<file path="src/rtl/traffic_pkg.sv">
// Shared definitions for the traffic light controller and its monitor:
// phase encoding, fault codes and default phase durations.
package traffic_pkg;

    typedef enum logic [2:0] {
        PhMainGreen  = 3'd0,
        PhMainYellow = 3'd1,
        PhWalk       = 3'd2,
        PhSideGreen  = 3'd3,
        PhSideYellow = 3'd4,
        PhUnknown    = 3'd7
    } phase_e;

    localparam logic [2:0] FaultNone      = 3'd0;
    localparam logic [2:0] FaultMainHot   = 3'd1;
    localparam logic [2:0] FaultSideHot   = 3'd2;
    localparam logic [2:0] FaultConflict  = 3'd3;
    localparam logic [2:0] FaultWalk      = 3'd4;
    localparam logic [2:0] FaultIllegal   = 3'd5;
    localparam logic [2:0] FaultTooShort  = 3'd6;
    localparam logic [2:0] FaultTooLong   = 3'd7;

    // Default durations in seconds, shared with the controller.
    localparam int unsigned DefMainGreenS = 6;
    localparam int unsigned DefSideGreenS = 3;
    localparam int unsigned DefYellowS    = 2;
    localparam int unsigned DefWalkS      = 3;
    localparam int unsigned DefExtS       = 3;
    localparam int unsigned DefTol        = 1;

    function automatic logic is_one_hot3(logic [2:0] v);
        return (v == 3'b001) || (v == 3'b010) || (v == 3'b100);
    endfunction

    // Normal sequence; UNKNOWN handling is left to the caller.
    function automatic logic step_is_legal(logic [2:0] from_ph, logic [2:0] to_ph);
        logic legal;
        legal = 1'b0;
        case (from_ph)
            PhMainGreen:  legal = (to_ph == PhMainYellow);
            PhMainYellow: legal = (to_ph == PhWalk) || (to_ph == PhSideGreen);
            PhWalk:       legal = (to_ph == PhSideGreen);
            PhSideGreen:  legal = (to_ph == PhSideYellow);
            PhSideYellow: legal = (to_ph == PhMainGreen);
            default:      legal = 1'b0;
        endcase
        return legal;
    endfunction

endpackage

</file>
<file path="src/rtl/light_phase_decoder.sv">
// Combinational decode of the seven light signals into a phase plus the
// four illegal-light condition flags.
module light_phase_decoder
    import traffic_pkg::*;
(
    input  logic       main_green,
    input  logic       main_yellow,
    input  logic       main_red,
    input  logic       side_green,
    input  logic       side_yellow,
    input  logic       side_red,
    input  logic       walk_light,
    output logic [2:0] phase,
    output logic       main_not_hot,
    output logic       side_not_hot,
    output logic       no_red,
    output logic       walk_unsafe
);

    logic [6:0] lights;

    assign lights = {main_green, main_yellow, main_red,
                     side_green, side_yellow, side_red, walk_light};

    // Exact pattern match: any extra or missing lamp decodes to UNKNOWN.
    always_comb begin
        phase = PhUnknown;
        case (lights)
            7'b100_001_0: phase = PhMainGreen;
            7'b010_001_0: phase = PhMainYellow;
            7'b001_100_0: phase = PhSideGreen;
            7'b001_010_0: phase = PhSideYellow;
            7'b001_001_1: phase = PhWalk;
            default:      phase = PhUnknown;
        endcase
    end

    // Illegal light conditions, evaluated independently of the phase decode.
    always_comb begin
        main_not_hot = !is_one_hot3({main_green, main_yellow, main_red});
        side_not_hot = !is_one_hot3({side_green, side_yellow, side_red});
        no_red       = !main_red && !side_red;
        walk_unsafe  = walk_light && !(main_red && side_red);
    end

endmodule

</file>
<file path="src/rtl/traffic_light_monitor.sv">
// Passive monitor for the traffic light controller outputs: tracks the phase,
// times it in 1 Hz ticks and latches sequence, timing and light faults.
module traffic_light_monitor
    import traffic_pkg::*;
#(
    parameter int unsigned MAIN_GREEN_S = DefMainGreenS,
    parameter int unsigned SIDE_GREEN_S = DefSideGreenS,
    parameter int unsigned YELLOW_S     = DefYellowS,
    parameter int unsigned WALK_S       = DefWalkS,
    parameter int unsigned EXT_S        = DefExtS,
    parameter int unsigned TOL          = DefTol
) (
    input  logic       clk,
    input  logic       rst,
    input  logic       new_clk,
    input  logic       main_green,
    input  logic       main_yellow,
    input  logic       main_red,
    input  logic       side_green,
    input  logic       side_yellow,
    input  logic       side_red,
    input  logic       walk_light,
    input  logic       clear_fault,
    output logic [2:0] phase,
    output logic [5:0] sec_in_phase,
    output logic       fault,
    output logic [2:0] fault_code,
    output logic [7:0] fault_count,
    output logic [7:0] cycle_count
);

    logic [2:0] dec_phase;
    logic [3:0] light_bad;

    logic       new_clk_q,   new_clk_d;
    logic [2:0] phase_q,     phase_d;
    logic [5:0] sec_q,       sec_d;
    logic       fault_q,     fault_d;
    logic [2:0] code_q,      code_d;
    logic [7:0] fcount_q,    fcount_d;
    logic [7:0] cycles_q,    cycles_d;
    logic [3:0] light_bad_q, light_bad_d;
    logic       partial_q,   partial_d;   // current phase entered from UNKNOWN
    logic       left_unk_q,  left_unk_d;  // first exit from UNKNOWN already seen
    logic       long_q,      long_d;      // too-long already reported this phase

    logic       tick;
    logic       changed;
    logic [5:0] sec_now;
    logic [7:1] raise;
    logic [2:0] new_code;
    int         win_lo;
    int         win_hi;

    light_phase_decoder u_decoder (
        .main_green   (main_green),
        .main_yellow  (main_yellow),
        .main_red     (main_red),
        .side_green   (side_green),
        .side_yellow  (side_yellow),
        .side_red     (side_red),
        .walk_light   (walk_light),
        .phase        (dec_phase),
        .main_not_hot (light_bad[0]),
        .side_not_hot (light_bad[1]),
        .no_red       (light_bad[2]),
        .walk_unsafe  (light_bad[3])
    );

    // Duration window of the phase currently held, tolerance already applied.
    always_comb begin
        win_lo = 0;
        win_hi = 63;
        case (phase_q)
            PhMainGreen: begin
                win_lo = int'(MAIN_GREEN_S) - int'(TOL);
                win_hi = int'(MAIN_GREEN_S) + int'(EXT_S) + int'(TOL);
            end
            PhSideGreen: begin
                win_lo = int'(SIDE_GREEN_S) - int'(TOL);
                win_hi = int'(SIDE_GREEN_S) + int'(EXT_S) + int'(TOL);
            end
            PhMainYellow, PhSideYellow: begin
                win_lo = int'(YELLOW_S) - int'(TOL);
                win_hi = int'(YELLOW_S) + int'(TOL);
            end
            PhWalk: begin
                win_lo = int'(WALK_S) - int'(TOL);
                win_hi = int'(WALK_S) + int'(TOL);
            end
            default: begin
                win_lo = 0;
                win_hi = 63;
            end
        endcase
    end

    // Fault detection and next-state for phase tracking and fault latching.
    always_comb begin
        tick    = new_clk && !new_clk_q;
        changed = (dec_phase != phase_q);
        // A tick coinciding with a phase change still belongs to the old phase.
        sec_now = (tick && sec_q != 6'd63) ? sec_q + 6'd1 : sec_q;

        raise        = '0;
        raise[1]     = light_bad[0] && !light_bad_q[0];
        raise[2]     = light_bad[1] && !light_bad_q[1];
        raise[3]     = light_bad[2] && !light_bad_q[2];
        raise[4]     = light_bad[3] && !light_bad_q[3];
        if (changed) begin
            if (!(phase_q == PhUnknown && !left_unk_q) &&
                !step_is_legal(phase_q, dec_phase)) begin
                raise[5] = 1'b1;
            end
            if (phase_q != PhUnknown && !partial_q && int'(sec_now) < win_lo) begin
                raise[6] = 1'b1;
            end
        end
        if (phase_q != PhUnknown && !long_q && int'(sec_now) > win_hi) begin
            raise[7] = 1'b1;
        end

        // Scan downwards so the lowest raised code is the one kept.
        new_code = FaultNone;
        for (int i = 7; i >= 1; i--) begin
            if (raise[i]) begin
                new_code = 3'(i);
            end
        end

        new_clk_d   = new_clk;
        light_bad_d = light_bad;
        phase_d     = dec_phase;
        sec_d       = changed ? 6'd0 : sec_now;
        partial_d   = changed ? (phase_q == PhUnknown) : partial_q;
        left_unk_d  = left_unk_q || (changed && phase_q == PhUnknown);
        long_d      = changed ? 1'b0 : (long_q || raise[7]);
        cycles_d    = (changed && phase_q == PhSideYellow && dec_phase == PhMainGreen)
                      ? cycles_q + 8'd1 : cycles_q;
        fcount_d    = (|raise && fcount_q != 8'd255) ? fcount_q + 8'd1 : fcount_q;

        fault_d = fault_q;
        code_d  = code_q;
        if (clear_fault) begin
            fault_d = 1'b0;
            code_d  = FaultNone;
        end
        // A fault arriving with clear_fault is latched rather than dropped.
        if (|raise && (!fault_q || clear_fault)) begin
            fault_d = 1'b1;
            code_d  = new_code;
        end
    end

    // State registers.
    always_ff @(posedge clk or posedge rst) begin
        if (rst) begin
            new_clk_q   <= 1'b0;
            phase_q     <= PhUnknown;
            sec_q       <= '0;
            fault_q     <= 1'b0;
            code_q      <= FaultNone;
            fcount_q    <= '0;
            cycles_q    <= '0;
            light_bad_q <= '0;
            partial_q   <= 1'b0;
            left_unk_q  <= 1'b0;
            long_q      <= 1'b0;
        end else begin
            new_clk_q   <= new_clk_d;
            phase_q     <= phase_d;
            sec_q       <= sec_d;
            fault_q     <= fault_d;
            code_q      <= code_d;
            fcount_q    <= fcount_d;
            cycles_q    <= cycles_d;
            light_bad_q <= light_bad_d;
            partial_q   <= partial_d;
            left_unk_q  <= left_unk_d;
            long_q      <= long_d;
        end
    end

    assign phase        = phase_q;
    assign sec_in_phase = sec_q;
    assign fault        = fault_q;
    assign fault_code   = code_q;
    assign fault_count  = fcount_q;
    assign cycle_count  = cycles_q;

endmodule
</file>
<file path="config.mk">
export PLATFORM = sky130hd
export DESIGN_NAME = traffic_light_monitor
export DESIGN_NICKNAME = d
export VERILOG_FILES = /design/src/rtl/traffic_pkg.sv /design/src/rtl/light_phase_decoder.sv /design/src/rtl/traffic_light_monitor.sv
export SDC_FILE = /design/constraint.sdc
export NUM_CORES = 1
export LEC_CHECK = 0
export CORE_ASPECT_RATIO = 0.5
export CORE_MARGIN = 5
export CORE_UTILIZATION = 35
export DETAILED_ROUTE_END_ITERATION = 7
export PLACE_DENSITY_LB_ADDON = 0.15
export SETUP_SLACK_MARGIN = 0.1
export SLEW_MARGIN = 30
export SYNTH_ARGS = -nofsm -noshare
export SYNTH_HDL_FRONTEND = slang
export SYNTH_SLANG_ARGS = --single-unit
</file>
<file path="constraint.sdc">
create_clock -name clk -period 4.1 [get_ports clk]
set_clock_uncertainty 0.1 [all_clocks]
set_input_delay 1.23 -clock clk [delete_from_list [all_inputs] [get_ports clk]]
set_output_delay 1.23 -clock clk [all_outputs]
set_load 0.01 [all_outputs]
</file>
==> flow_metrics.env <==
export IMPL_overflow=0
export IMPL_grt_pass1_wl_um=8880
export IMPL_final_antenna_net_count=0
export IMPL_clk_pin_slew_worst_paths_ns=0.06
export IMPL_avgSynthCellArea_um2=9.533
export IMPL_cpLargestDelayFamily="simple AND/OR/NAND/NOR gates"
export IMPL_core_area_um2=6569
export IMPL_ioPinCount=40
export IMPL_period_minus_slack_ns=3.810
export IMPL_ys_ff_latch=37
export IMPL_gp_congestion=0.8136
export IMPL_clk_latency_ns=0.28
export IMPL_cp_arrival_ns=3.87
export IMPL_irDropWorstVdd_v=0.0001994
export IMPL_layout_drive_gt1_share=0.1877
export IMPL_setup_violations=0
export IMPL_synth_largest_area_cell="dfrtp_1"
export IMPL_grt_pass1_vias=1895
export IMPL_ys_types=61
export IMPL_worst_slew_pin_slew_ns=0.4795
export IMPL_netlist_top_cells_count="dfrtp_1, nor2_1, nand2_1, nor2b_1"
export IMPL_fmax_mhz=262.5
export IMPL_cts_tree="yes"
export IMPL_yosys_area_top_type_share=0.3658
export IMPL_cts_root_buf="clkbuf_16"
export IMPL_worstSetupStartpointType="input port"
export IMPL_status="finished, final reports clean"
export IMPL_final_max_slew_viol_count=0
export IMPL_maxCapViolations=0
export IMPL_die_w_um=125.3
export IMPL_synthCells=244
export IMPL_rows=21
export IMPL_antenna_found_initial=0
export IMPL_netlist_area_um2=2326
export IMPL_path_buf_inv=1
export IMPL_cp_cell_sequence="clkdlybuf4s50_1 -> or2_1 -> or4_4 -> mux2i_1 -> o221ai_1 -> a311o_1 -> a21oi_4 -> or4_1 -> o211a_1"
export IMPL_port_buffers=39
export IMPL_cts_sinks=37
export IMPL_powerDensity_nw_per_um2=411.2
export IMPL_finalPower_mw=1.314
export IMPL_die_area_um2=8475
export IMPL_max_slew_margin=0.6803
export IMPL_syn_num_nets=266
export IMPL_vias_per_cell=4.920
export IMPL_fp_dieH_um=67.65
export IMPL_synth_area_leaders="dfrtp_1, ha_1, nor2b_1, dfstp_2, xor2_1"
export IMPL_drtPass1Iterations=4
export IMPL_synth_most_common_cell="dfrtp_1"
export IMPL_r2r_slack_ns=0.58
export IMPL_hold_viol=0
export IMPL_slowest_stage="or4_4"
export IMPL_cts_made_buffers=5
export IMPL_grt_max_degree=38
export IMPL_ys_seq_area_frac=0.3997
export IMPL_crit_required_ns=4.16
export IMPL_crit_fanout=4
export IMPL_final_util=0.4865
export IMPL_critPathCaptureType="register"
export IMPL_nets=330
export IMPL_synth_edf_count=0
export IMPL_grt_usage=0.1276
export IMPL_dr_first_iter_drc_count=62
export IMPL_cts_path_max_buffers=2
export IMPL_route_detailed_drc=0
export IMPL_vias=1973
export IMPL_yosysWarnings=0
export IMPL_rsz0062_at_grt="false"
export IMPL_diodes=0
export IMPL_start_util=0.3541
export IMPL_min_period_over_period=0.9292
export IMPL_hp_class="register to register"
export IMPL_cts_max_level=2
export IMPL_leakagePower_nw=1.376
export IMPL_syn_to_final_growth_pct=37.39
export IMPL_synthArstFlopShare=1.000
export IMPL_tns_ns=0
export IMPL_wl_per_cell_um=13.16
export IMPL_cts_hold_buf=0
export IMPL_synth_flop_cell="dfrtp_1"
export IMPL_criticalPathCategory="input port to register"
export IMPL_wl_um=5279
export IMPL_dpl_hpwl_um=4005
export IMPL_critPathMaxStageDelay_ns=0.54
-- layout by cell type (no fill, tap or decap), types with 5 or more instances in the layout --
master           Yosys  final
a21oi_1              9      7
buf_4                1     27
xnor2_1              8      7
clkdlybuf4s50_1      0     38
xor2_1               9      9
dfrtp_1             34     34
ha_1                11     11
nand2b_1            11     11
nand2_1             13     13
nand3_1              7      7
nor2_1              19     19
o21ai_1              3      5
clkbuf_16            0      5
inv_1                7      7
and2_1               6      6
nor3_1               8      7
nor2b_1             13     12
-- power by group --
group | switching, mW | total (mW) | internal [mW]
sequential | 0.0699 | 0.500 | 0.430
combinational | 0.186 | 0.424 | 0.238
clock | 0.149 | 0.390 | 0.242
-- stage by stage --
step | hold WS [ns] | instance area (um2) | worst slack, ns | instances
after global routing | 0.3851 | 3196 | 0.1061 | 401
final | 0.3700 | 3196 | 0.2904 | 401
after floorplan | 0.3146 | 2326 | 0.1496 | 244
after detailed placement | 0.3624 | 2980 | -0.5042 | 392
after CTS | 0.3758 | 3181 | 0.1516 | 400
after global placement | 0.3400 | 2980 | -0.4518 | 392
-- path summary, 6_finish.rpt --
check / from / cells after the start / to
max in group asynchronous: rst / 3 / phase[1]$_DFF_PP1_
min: cycle_count[7]$_DFFE_PP0P_ / 1 / cycle_count[7]$_DFFE_PP0P_
max reg2reg: sec_in_phase[0]$_DFF_PP0_ / 14 / fault_code[0]$_DFFE_PP0P_
min reg2reg: cycle_count[7]$_DFFE_PP0P_ / 1 / cycle_count[7]$_DFFE_PP0P_
max: main_green / 9 / fault_code[0]$_DFFE_PP0P_
min in group asynchronous: rst / 3 / fault_count[6]$_DFFE_PP0P_
-- cell type report --
class	count	area [um2]
clock inverters	2	13.76
flip-flops and latches	37	929.6
multi-input cells	191	1384
well taps	92	115.1
fillers	634	3373
inverters	7	26.28
clock buffers	6	138.9
repair buffers	66	588.1
-- registers in the layout, summed over array words and instances, names as in the netlist --
| register | flops |
|---|---|
| cycle_count | 8 |
| fault_count | 8 |
| sec_in_phase | 6 |
| light_bad_q | 4 |
| fault_code | 3 |
| phase | 3 |
| fault | 1 |
| left_unk_q | 1 |
| long_q | 1 |
| new_clk_q | 1 |
| partial_q | 1 |
-- metal layers --
| layer | wire length (um) | vias up | global-route usage | part of all wire |
|---|---|---|---|---|
| met5 | 0 | - | 0 | 0 |
| met4 | 27 | 0 | 0.02027 | 0.0051 |
| met3 | 205 | 2 | 0.03002 | 0.039 |
| met2 | 2330 | 39 | 0.2139 | 0.44 |
| met1 | 2715 | 928 | 0.1733 | 0.51 |
| li1 | - | 1004 | - | - |
-- logic make-up after synthesis --
group,synth area share
and+or+nand+nor,0.2765
AOI/OAI and AO/OA,0.1366
DFF,0.3997
xor gates and xnor gates,0.06402
buffers and inverters,0.03120
adders and majority gates,0.05917
muxes,0.03281
-- repair_timing --
item / 4_1_cts / 5_1_grt
endpoints found under the setup margin: 11 / 2
pin swaps: 1 / 4
setup buffers: 0 / 1
resized for setup: 11 / 6
endpoints found under the hold margin: 0 / 0
Note: power is estimated with default switching activity, not from simulation.
